--- src/rtl/display_input_scanner.sv ---
// Button chain scanner, debouncer and quadrature dial decoder on Avalon-MM.
// Ports: clk/reset_n, shift_* chain pins, dial_quad, avs_* slave, irq.
`timescale 1ns/1ps
module display_input_scanner #(
    parameter int NUM_BUTTONS = 16,
    parameter int NUM_DIALS   = 2,
    parameter int CLK_DIV     = 25,
    parameter int DEBOUNCE    = 4,
    parameter int COUNT_WIDTH = 8
) (
    input  logic                   clk,
    input  logic                   reset_n,
    output logic                   shift_clkin,
    output logic                   shift_load,
    input  logic                   shift_out,
    input  logic [2*NUM_DIALS-1:0] dial_quad,
    input  logic [3:0]             avs_address,
    input  logic                   avs_read,
    output logic [31:0]            avs_readdata,
    input  logic                   avs_write,
    input  logic [31:0]            avs_writedata,
    output logic                   irq
);
    localparam int NB    = NUM_BUTTONS;
    localparam int CW    = COUNT_WIDTH;
    localparam int DIV_W = (CLK_DIV > 1) ? $clog2(CLK_DIV) : 1;
    localparam int BIT_W = $clog2(NB + 1);

    typedef enum logic [2:0] {
        S_IDLE, S_LOAD, S_SHIFT_HI, S_SHIFT_LO, S_DONE
    } state_t;

    logic [1:0]       r_rst_sync;
    logic             w_rst_n;
    logic [DIV_W-1:0] r_div;
    logic             w_tick;
    state_t           r_state, w_state_nx;
    logic             r_shift_load, w_load_nx;
    logic             r_shift_clkin, w_clk_nx;
    logic             w_sample, w_done, w_last;
    logic             r_ld;
    logic [BIT_W-1:0] r_nbits;
    logic [NB-1:0]    r_sreg, w_snap;
    logic [NB-1:0]    r_btn, r_events, w_accept, w_rise, w_ev_clr;
    logic [3:0]       r_dbc [NB];
    logic [31:0]      r_scan_cnt;
    logic             r_irq_en, r_irq;
    logic [31:0]      r_rdata, w_rdata;
    logic [2*NUM_DIALS-1:0] r_q1, r_sync, r_prev;
    logic [NUM_DIALS-1:0][CW-1:0] w_dial;
    logic             w_unused;

    // Asynchronous assertion, release synchronised to clk.
    always_ff @(posedge clk or negedge reset_n) begin
        if (!reset_n) r_rst_sync <= 2'b00;
        else          r_rst_sync <= {r_rst_sync[0], 1'b1};
    end
    assign w_rst_n = r_rst_sync[1];

    assign w_tick = (r_div == DIV_W'(CLK_DIV - 1));

    always_ff @(posedge clk or negedge w_rst_n) begin
        if (!w_rst_n)    r_div <= '0;
        else if (w_tick) r_div <= '0;
        else             r_div <= r_div + DIV_W'(1);
    end

    assign w_last = (r_nbits == BIT_W'(NB - 1));

    always_comb begin
        w_state_nx = r_state;
        w_load_nx  = r_shift_load;
        w_clk_nx   = r_shift_clkin;
        w_sample   = 1'b0;
        w_done     = 1'b0;
        if (w_tick) begin
            unique case (r_state)
                S_IDLE: begin
                    w_state_nx = S_LOAD;
                    w_load_nx  = 1'b0;
                end
                S_LOAD: begin
                    // Second load tick: release load, bit NB-1 is already on shift_out.
                    if (r_ld) begin
                        w_load_nx  = 1'b1;
                        w_sample   = 1'b1;
                        w_state_nx = (NB == 1) ? S_DONE : S_SHIFT_HI;
                    end
                end
                S_SHIFT_HI: begin
                    w_clk_nx   = 1'b1;
                    w_state_nx = S_SHIFT_LO;
                end
                S_SHIFT_LO: begin
                    w_clk_nx   = 1'b0;
                    w_sample   = 1'b1;
                    w_state_nx = w_last ? S_DONE : S_SHIFT_HI;
                end
                S_DONE: begin
                    w_done     = 1'b1;
                    w_state_nx = S_IDLE;
                end
                default: w_state_nx = S_IDLE;
            endcase
        end
    end

    always_ff @(posedge clk or negedge w_rst_n) begin
        if (!w_rst_n) begin
            r_state       <= S_IDLE;
            r_shift_load  <= 1'b1;
            r_shift_clkin <= 1'b0;
            r_ld          <= 1'b0;
            r_nbits       <= '0;
            r_sreg        <= '0;
        end else begin
            r_state       <= w_state_nx;
            r_shift_load  <= w_load_nx;
            r_shift_clkin <= w_clk_nx;
            if (w_tick && r_state == S_LOAD) r_ld <= ~r_ld;
            if (w_sample) begin
                r_sreg  <= NB'({r_sreg, shift_out});
                r_nbits <= (r_state == S_LOAD) ? BIT_W'(1)
                                               : r_nbits + BIT_W'(1);
            end
        end
    end

    // Chain is active-low.
    assign w_snap = ~r_sreg;

    always_comb begin
        w_accept = '0;
        for (int i = 0; i < NB; i++)
            w_accept[i] = w_done && (w_snap[i] != r_btn[i]) &&
                          (r_dbc[i] == 4'(DEBOUNCE - 1));
    end
    assign w_rise   = w_accept & w_snap;
    assign w_ev_clr = (avs_write && avs_address == 4'd1)
                    ? avs_writedata[NB-1:0] : '0;

    always_ff @(posedge clk or negedge w_rst_n) begin
        if (!w_rst_n) begin
            r_btn    <= '0;
            r_events <= '0;
            for (int i = 0; i < NB; i++) r_dbc[i] <= 4'd0;
        end else begin
            r_btn    <= (r_btn & ~w_accept) | (w_snap & w_accept);
            // New press beats a simultaneous clear.
            r_events <= (r_events & ~w_ev_clr) | w_rise;
            if (w_done)
                for (int i = 0; i < NB; i++)
                    r_dbc[i] <= (w_snap[i] == r_btn[i] || w_accept[i])
                              ? 4'd0 : r_dbc[i] + 4'd1;
        end
    end

    always_ff @(posedge clk or negedge w_rst_n) begin
        if (!w_rst_n) begin
            r_q1   <= '0;
            r_sync <= '0;
            r_prev <= '0;
        end else begin
            r_q1   <= dial_quad;
            r_sync <= r_q1;
            r_prev <= r_sync;
        end
    end

    for (genvar d = 0; d < NUM_DIALS; d++) begin : g_dial
        logic [1:0]    w_pp, w_pc, w_df;
        logic          w_wr;
        logic [CW-1:0] r_cnt;
        // Gray {B,A} to linear position 0..3.
        assign w_pp = {r_prev[2*d+1], ^r_prev[2*d +: 2]};
        assign w_pc = {r_sync[2*d+1], ^r_sync[2*d +: 2]};
        assign w_df = w_pc - w_pp;
        assign w_wr = avs_write && (avs_address == 4'(4 + d));
        always_ff @(posedge clk or negedge w_rst_n) begin
            if (!w_rst_n)           r_cnt <= '0;
            else if (w_wr)          r_cnt <= avs_writedata[CW-1:0];
            else if (w_df == 2'd1)  r_cnt <= r_cnt + CW'(1);
            else if (w_df == 2'd3)  r_cnt <= r_cnt - CW'(1);
        end
        assign w_dial[d] = r_cnt;
    end

    always_comb begin
        w_rdata = '0;
        case (avs_address)
            4'd0: w_rdata = 32'(r_btn);
            4'd1: w_rdata = 32'(r_events);
            4'd2: w_rdata = {31'd0, r_irq_en};
            4'd3: w_rdata = r_scan_cnt;
            default: begin
                for (int d = 0; d < NUM_DIALS; d++)
                    if (avs_address == 4'(4 + d))
                        w_rdata = 32'($signed(w_dial[d]));
            end
        endcase
    end

    always_ff @(posedge clk or negedge w_rst_n) begin
        if (!w_rst_n) begin
            r_scan_cnt <= '0;
            r_irq_en   <= 1'b0;
            r_irq      <= 1'b0;
            r_rdata    <= '0;
        end else begin
            if (w_done) r_scan_cnt <= r_scan_cnt + 32'd1;
            if (avs_write && avs_address == 4'd2) r_irq_en <= avs_writedata[0];
            r_irq <= r_irq_en & (|r_events);
            if (avs_read) r_rdata <= w_rdata;
        end
    end

    assign shift_load   = r_shift_load;
    assign shift_clkin  = r_shift_clkin;
    assign avs_readdata = r_rdata;
    assign irq          = r_irq;
    assign w_unused     = ^avs_writedata;
endmodule
--- config.mk ---
export PLATFORM = sky130hd
export DESIGN_NAME = display_input_scanner
export DESIGN_NICKNAME = d
export VERILOG_FILES = /design/src/rtl/display_input_scanner.sv
export SDC_FILE = /design/constraint.sdc
export NUM_CORES = 1
export LEC_CHECK = 0
export ABC_CLOCK_PERIOD_IN_PS = 8300
export CORE_MARGIN = 2
export CORE_UTILIZATION = 55
export DETAILED_ROUTE_END_ITERATION = 12
export PLACE_DENSITY = 0.73
export SYNTH_ARGS = -nofsm -noshare
export SYNTH_HDL_FRONTEND = slang
export SYNTH_SLANG_ARGS = --single-unit
--- constraint.sdc ---
create_clock -name clk -period 8.3 [get_ports clk]
set_input_delay 0.83 -clock clk [delete_from_list [all_inputs] [get_ports clk]]
set_output_delay 0.83 -clock clk [all_outputs]
set_load 0.02 [all_outputs]
==> flow_metrics.tcl, run 1 <==
set metrics [dict create \
    netlist_cell_types 59 \
    syn_inst 1116 \
    grt_util_met1_pct 32.0 \
    cpLargestDelayFamily "simple AND/OR/NAND/NOR gates" \
    grt_use_total_pct 22.2 \
    htreeDepth 1 \
    crit_path_cell_trace "inv_1 -> ha_1 -> nand4b_1 -> nor3b_4 -> nand4_1 -> xnor2_1 -> and2_1" \
    io-pin-count 80 \
    leakage_power_uw 0.00555 \
    outcome "finished, final reports clean" \
    placement.io_buffers 63 \
    final_common_cell "sky130_fd_sc_hd__dfrtp_1" \
    post-dp-hpwl_um 15800 \
    timing.max_slew.rel_slack_pct 18.1 \
    critPathLaunchType "register" \
    crit_start "r_div[0]" \
    via_count 8298 \
    endpoint_arrival_time_on_the_critical_path_ns 3.54 \
    final_area_um2 13100 \
    vias_per_cell 5.68 \
    cts-root-buf "sky130_fd_sc_hd__clkbuf_16" \
    cts_post_setup_buffers_inserted 0 \
    ctsHoldBuffers 0 \
    timing.rr.start "r_div[0]" \
    finalPower_uw 2910 \
    grt_start_max_net_pins 74 \
    slew_violations 0 \
    drt_iter0_drc 556 \
    clock_skew_ns 0.00758 \
    max-vdd-ir-drop_v 0.000122 \
    setup.reg_to_reg.worst_slack_ns 5.16 \
    antenna_found_initial 0 \
    synth_enable_flop_cells 0 \
    fin_tns_setup_ns 0 \
    timing.final.hold_violations 0 \
    clock_insertion_delay_worst_skew_ns 0.51 \
    global_route.usage.met3_pct 3.30 \
    yosys_register_bits 224 \
    avgSynthCellArea_um2 10.2 \
    cp-endpoint "r_nbits[3]" \
    fraction_of_layout_instances_using_a_drive_strength_above_1_pct 8.82 \
    max_stage_delay_ns 1.21 \
    worst-setup-path-type "register to register" \
    antenna_cells 0 \
    layout.cells.most_common_list "sky130_fd_sc_hd__dfrtp_1, sky130_fd_sc_hd__nand2_1, sky130_fd_sc_hd__o21ai_0, sky130_fd_sc_hd__nor2_1, sky130_fd_sc_hd__a21oi_1" \
    numCtsBuffers 25 \
    clkSinkCount 224 \
    globalRoute.busiestLayer "met2" \
    ant_nets 0 \
    layout.nets 1257 \
    die_h_um 148 \
    max_cap_violations 0 \
    detailedRoute.firstPassIterationCount 5 \
    clkTransAtPathRegs_ns 0.06 \
    flow.area_growth_from_synthesis_pct 15.0 \
    coreArea_um2 20300 \
    crit-reg2reg-capture "r_nbits[3]" \
    total_drc_errors_in_the_routed_layout 0 \
    die-area_um2 21900 \
    netlist_area_um2 11400 \
    finish.utilization_pct 64.5 \
    setup_viol 0 \
    multiInputGateArea_um2 5390 \
    core.rowCount 52 \
    number_of_cells_traversed_by_the_worst_register_to_register_path 7 \
    seqCellArea_um2 5610 \
    gr-total-overflow 0 \
    min_path_type "register to asynchronous set/reset pin" \
    postSynthNetCount 1200 \
    gp_congestion 0.839 \
    synth-async-reset-ratio_pct 100 \
    grtUsageMet2_pct 35.7 \
    critical_path.endpoint_type "register" \
    cts_max_path_buffers 3 \
    post_cts_resize_count 0 \
    worst-slew-pin-transition_ns 1.23 \
    power.density_cell_area_nw_per_um2 222 \
    cp_num_buf_inv 1 \
    fin_worst_hold_slack_ns 0.258 \
    num-fill-cells 1614 \
    crit_cells 7 \
    vias_in_the_first_global_route 8099 \
    tritoncts "done" \
    cell_with_the_largest_stage_delay_on_the_worst_path "sky130_fd_sc_hd__nor3b_4" \
    worst_ep_required_time_ns 8.70 \
    rsz0062_at_grt "no" \
    dpl-instance-area_um2 12300 \
    share_of_synthesized_area_occupied_by_flip_flops_and_latches_pct 49.3 \
    yosysWarningCount 0 \
    initial_core_util_pct 56.1 \
    grt_pass1_wl_um 40000 \
    dieWidth_um 148 \
    finalCritPeriodShare_pct 37.9 \
    critPathMaxFanout 25 \
    detail_route.wl_per_cell_um 16.1 \
    detail_route.wirelength_um 23500 \
    final.min_clock_period_ns 3.14 \
    fmax_ghz 0.318 \
    yosys_most_used_dff "sky130_fd_sc_hd__dfrtp_1" \
]
power by group:
group / internal (µW) / switching (µW)
Combinational: 279 / 294
Clock: 692 / 426
Sequential: 1160 / 63.5
Total: 2130 / 783
kinds of logic (layout without fill, tap and decap cells):
| family | Yosys count | count (layout) | synth area share [%] |
|---|---|---|---|
| adder cells (fa/ha/maj) | 39 | 39 | 4.42 |
| AND/OR/NAND/NOR | 386 | 386 | 19.0 |
| AO/OA/AOI/OAI | 238 | 238 | 12.6 |
| flip-flops | 224 | 224 | 49.3 |
| other | 1 | 1 | 0.0330 |
| multiplexers | 63 | 63 | 5.90 |
| XOR/XNOR | 64 | 64 | 5.17 |
| buffers and inverters | 101 | 176 | 3.55 |
metrics by stage:
stage               std cells  setup WS [ns]
floorplan                1116           1.60
global placement         1416           4.79
detailed placement       1416           4.79
CTS                      1461           5.09
global route             1461           4.90
finish                   1461           5.16
cell usage after synthesis (3+ instances only):
master,instances,area (µm²)
sky130_fd_sc_hd__o21bai_1,3,22.5
sky130_fd_sc_hd__a31oi_1,3,18.8
sky130_fd_sc_hd__nor3_1,8,40.0
sky130_fd_sc_hd__clkbuf_1,25,93.8
sky130_fd_sc_hd__a211oi_1,4,30.0
sky130_fd_sc_hd__nor2_1,74,278
sky130_fd_sc_hd__nand2_1,134,503
sky130_fd_sc_hd__a22oi_1,4,30.0
sky130_fd_sc_hd__dfrtp_1,223,5580
sky130_fd_sc_hd__nand3_1,66,330
sky130_fd_sc_hd__mux2_2,23,259
sky130_fd_sc_hd__nand4_1,6,37.5
sky130_fd_sc_hd__xor2_1,21,184
sky130_fd_sc_hd__nor2b_1,3,18.8
sky130_fd_sc_hd__mux2i_1,39,390
sky130_fd_sc_hd__nor4_4,17,362
sky130_fd_sc_hd__nand2b_1,5,31.3
sky130_fd_sc_hd__nor4_1,8,50.1
sky130_fd_sc_hd__inv_1,59,221
sky130_fd_sc_hd__o21a_1,4,30.0
sky130_fd_sc_hd__and3_1,10,62.6
sky130_fd_sc_hd__o31ai_1,34,255
sky130_fd_sc_hd__o21ai_0,74,370
sky130_fd_sc_hd__nand3b_1,3,22.5
sky130_fd_sc_hd__a22o_1,17,149
sky130_fd_sc_hd__ha_1,37,463
sky130_fd_sc_hd__nor3b_1,8,60.1
sky130_fd_sc_hd__buf_2,14,70.1
sky130_fd_sc_hd__a21o_1,6,45.0
sky130_fd_sc_hd__nor3_2,6,60.1
sky130_fd_sc_hd__a21oi_1,67,335
sky130_fd_sc_hd__and2_1,21,131
sky130_fd_sc_hd__xnor2_1,41,359
sky130_fd_sc_hd__o22ai_1,17,106
area by class of cell:
cell class	count	area share, %
Timing Repair Buffer	72	5.33
Tap cell	270	2.58
Multi-Input combinational cell	791	41.2
Sequential cell	224	42.9
Clock inverter	7	0.841
Clock buffer	38	5.53
Inverter	59	1.69
per-layer routing:
layer / up-vias / wire length (µm)
li1: 4048 / -
met1: 4042 / 11100
met2: 179 / 10800
met3: 29 / 1160
met4: 0 / 418
met5: - / 0
worst min path at each step:
stage | start | depth (start not counted) | slack [ns] | end
2_1_floorplan | r_rst_sync[0] | 0 | 0.33 | r_rst_sync[1]
3_3_place_gp | r_rst_sync[1] | 0 | 0.27 | r_div[1]
3_5_place_dp | r_rst_sync[1] | 0 | 0.28 | r_div[0]
4_1_cts | r_rst_sync[1] | 0 | 0.28 | r_dbc[13]
5_1_grt | r_rst_sync[1] | 0 | 0.30 | r_div[0]
6_report | r_rst_sync[1] | 0 | 0.26 | r_div[0]
state kept, by name (all words and copies together) (netlist names), 2 cells and up, named ones only:
signal,flops
r_dbc,64
avs_readdata,32
r_scan_cnt,32
g_dial.r_cnt,16
r_events,16
r_sreg,16
r_div,5
r_nbits,5
r_prev,4
r_q1,4
r_sync,4
r_state,3
r_rst_sync,2
No activity file was read; power rests on OpenSTA's default activity.
==> inputs of run 2 (changes only) <==
--- a/config.mk
+++ b/config.mk
@@ -5,7 +5,7 @@
 export SDC_FILE = /design/constraint.sdc
 export NUM_CORES = 1
 export LEC_CHECK = 0
-export ABC_CLOCK_PERIOD_IN_PS = 8300
+export ABC_CLOCK_PERIOD_IN_PS = 2900
 export CORE_MARGIN = 2
 export CORE_UTILIZATION = 55
 export DETAILED_ROUTE_END_ITERATION = 12
==> constraint.sdc (replaced) <==
create_clock -name clk -period 2.9 [get_ports clk]
set_input_delay 0.29 -clock clk [delete_from_list [all_inputs] [get_ports clk]]
set_output_delay 0.29 -clock clk [all_outputs]
set_load 0.02 [all_outputs]
==> flow_metrics.tcl, run 2 (synthesis results as in run 1) <==
set metrics [dict create \
    detail_route.wl_per_cell_um 16.0 \
    flow.area_growth_from_synthesis_pct 16.2 \
    fmax_ghz 0.366 \
    max_cap_violations 0 \
    routed-wl-met2_um 10700 \
    cpLargestDelayFamily "adder cells" \
    gp_congestion 0.838 \
    ant_nets 0 \
    layout.cells.most_common_list "sky130_fd_sc_hd__dfrtp_1, sky130_fd_sc_hd__nand2_1, sky130_fd_sc_hd__o21ai_0, sky130_fd_sc_hd__nor2_1, sky130_fd_sc_hd__a21oi_1" \
    cts-root-buf "sky130_fd_sc_hd__clkbuf_16" \
    clock_insertion_delay_worst_skew_ns 0.51 \
    grt_pass1_wl_um 39600 \
    final.min_clock_period_ns 2.74 \
    grt_start_max_net_pins 149 \
    die-area_um2 21900 \
    initial_core_util_pct 56.1 \
    slew_violations 0 \
    detail_route.wirelength_um 23600 \
    timing.final.hold_violations 0 \
    fin_tns_setup_ns 0 \
    critical-path-top-cell-by-count "sky130_fd_sc_hd__ha_1" \
    antenna_found_initial 0 \
    detailedRoute.firstPassIterationCount 5 \
    max_stage_delay_ns 0.43 \
    rsz0062_at_grt "no" \
    io-pin-count 80 \
    coreArea_um2 20300 \
    min_path_type "input pin to register" \
    placement.io_buffers 63 \
    cts_post_setup_buffers_inserted 0 \
    finalPower_uw 8210 \
    crit_path_cell_trace "xor2_1 -> ha_1 -> inv_1 -> nand2_1 -> ha_1 -> and2_1 -> a22o_1 -> nor2_1 -> mux2i_1 -> a31oi_1" \
    num-fill-cells 1636 \
    die_h_um 148 \
    via_count 8388 \
    timing.max_slew.rel_slack_pct 46.1 \
    worst_ep_required_time_ns 3.26 \
    worst-setup-path-type "register to register" \
    fin_worst_hold_slack_ns 0.221 \
    seqCellArea_um2 5610 \
    layout.nets 1273 \
    core.rowCount 52 \
    grt_use_total_pct 21.9 \
    setup_viol 0 \
    largest_reg_flops 64 \
    tritoncts "done" \
    final_common_cell "sky130_fd_sc_hd__dfrtp_1" \
    antenna_cells 0 \
    endpoint_arrival_time_on_the_critical_path_ns 3.10 \
    fin_cells 1477 \
    worst-slew-pin-transition_ns 0.808 \
    clock_skew_ns 0.0145 \
    numCtsBuffers 25 \
    dieWidth_um 148 \
    clkTransAtPathRegs_ns 0.06 \
    max_flop_register "r_dbc" \
    clkSinkCount 224 \
    drt_iter0_drc 559 \
    fraction_of_layout_instances_using_a_drive_strength_above_1_pct 10.2 \
    cp_num_buf_inv 1 \
    gr-total-overflow 0 \
    max-vdd-ir-drop_v 0.000421 \
    finalCritPeriodShare_pct 94.3 \
    met1_length_um 11400 \
    highest_layer_used_for_signal_routing "met4" \
    vias_in_the_first_global_route 7895 \
    htreeDepth 1 \
    critPathMaxFanout 11 \
    critical_path.endpoint_type "register" \
    multiInputGateArea_um2 5390 \
    leakage_power_uw 0.00563 \
    post-dp-hpwl_um 16200 \
    post_cts_resize_count 0 \
    route.met3.wl_um 989 \
    outcome "finished, final reports clean" \
    power.density_cell_area_nw_per_um2 621 \
    total_drc_errors_in_the_routed_layout 0 \
    critPathLaunchType "register" \
    cts_max_path_buffers 3 \
    cell_with_the_largest_stage_delay_on_the_worst_path "sky130_fd_sc_hd__ha_1" \
    vias_per_cell 5.68 \
    dp_cells 1431 \
    ctsHoldBuffers 1 \
    finish.utilization_pct 65.1 \
]
[run 2: per-layer routing]
| metal | vias to the layer above | track usage, % |
|---|---|---|
| met3 | 43 | 3.49 |
| met5 | - | 0 |
| li1 | 4077 | - |
| met2 | 176 | 34.0 |
| met4 | 0 | 5.62 |
| met1 | 4092 | 32.5 |
[run 2: cell type report]
class                      count  area share (%)
sequential                   224            42.4
multi-input combinational    791            40.7
timing repair buffer          88            6.49
clock buffer                  40            5.91
tap                          270            2.55
inverter                      59            1.67
clock inverter                 5           0.189
[run 2: path summary, 6_finish.rpt]
path	from	end	slack, ns	cells after the start
worst max-delay path	r_prev[1]	g_dial[0].r_cnt[5]	0.16	10
worst min-delay path	dial_quad[0]	r_q1[0]	0.22	1
worst max register to register	r_prev[1]	g_dial[0].r_cnt[5]	0.16	10
worst min register to register	r_q1[2]	r_sync[2]	0.35	0
max in group asynchronous	r_rst_sync[1]	g_dial[1].r_cnt[1]	1.78	1
min in group asynchronous	r_rst_sync[1]	r_div[2]	0.36	1
[run 2: stage by stage]
stage,setup slack (ns),cell area [µm²]
4_1_cts,0.190,13200
3_5_place_dp,0.204,12400
2_1_floorplan,0.227,11400
5_1_grt,0.00896,13200
3_3_place_gp,0.237,12400
6_report,0.165,13200
[run 2: power by group]
group	switching (µW)	internal (µW)	total [µW]
logic	850	816	1670
registers	180	3320	3500
clock network	1210	1830	3040
total	2240	5960	8210
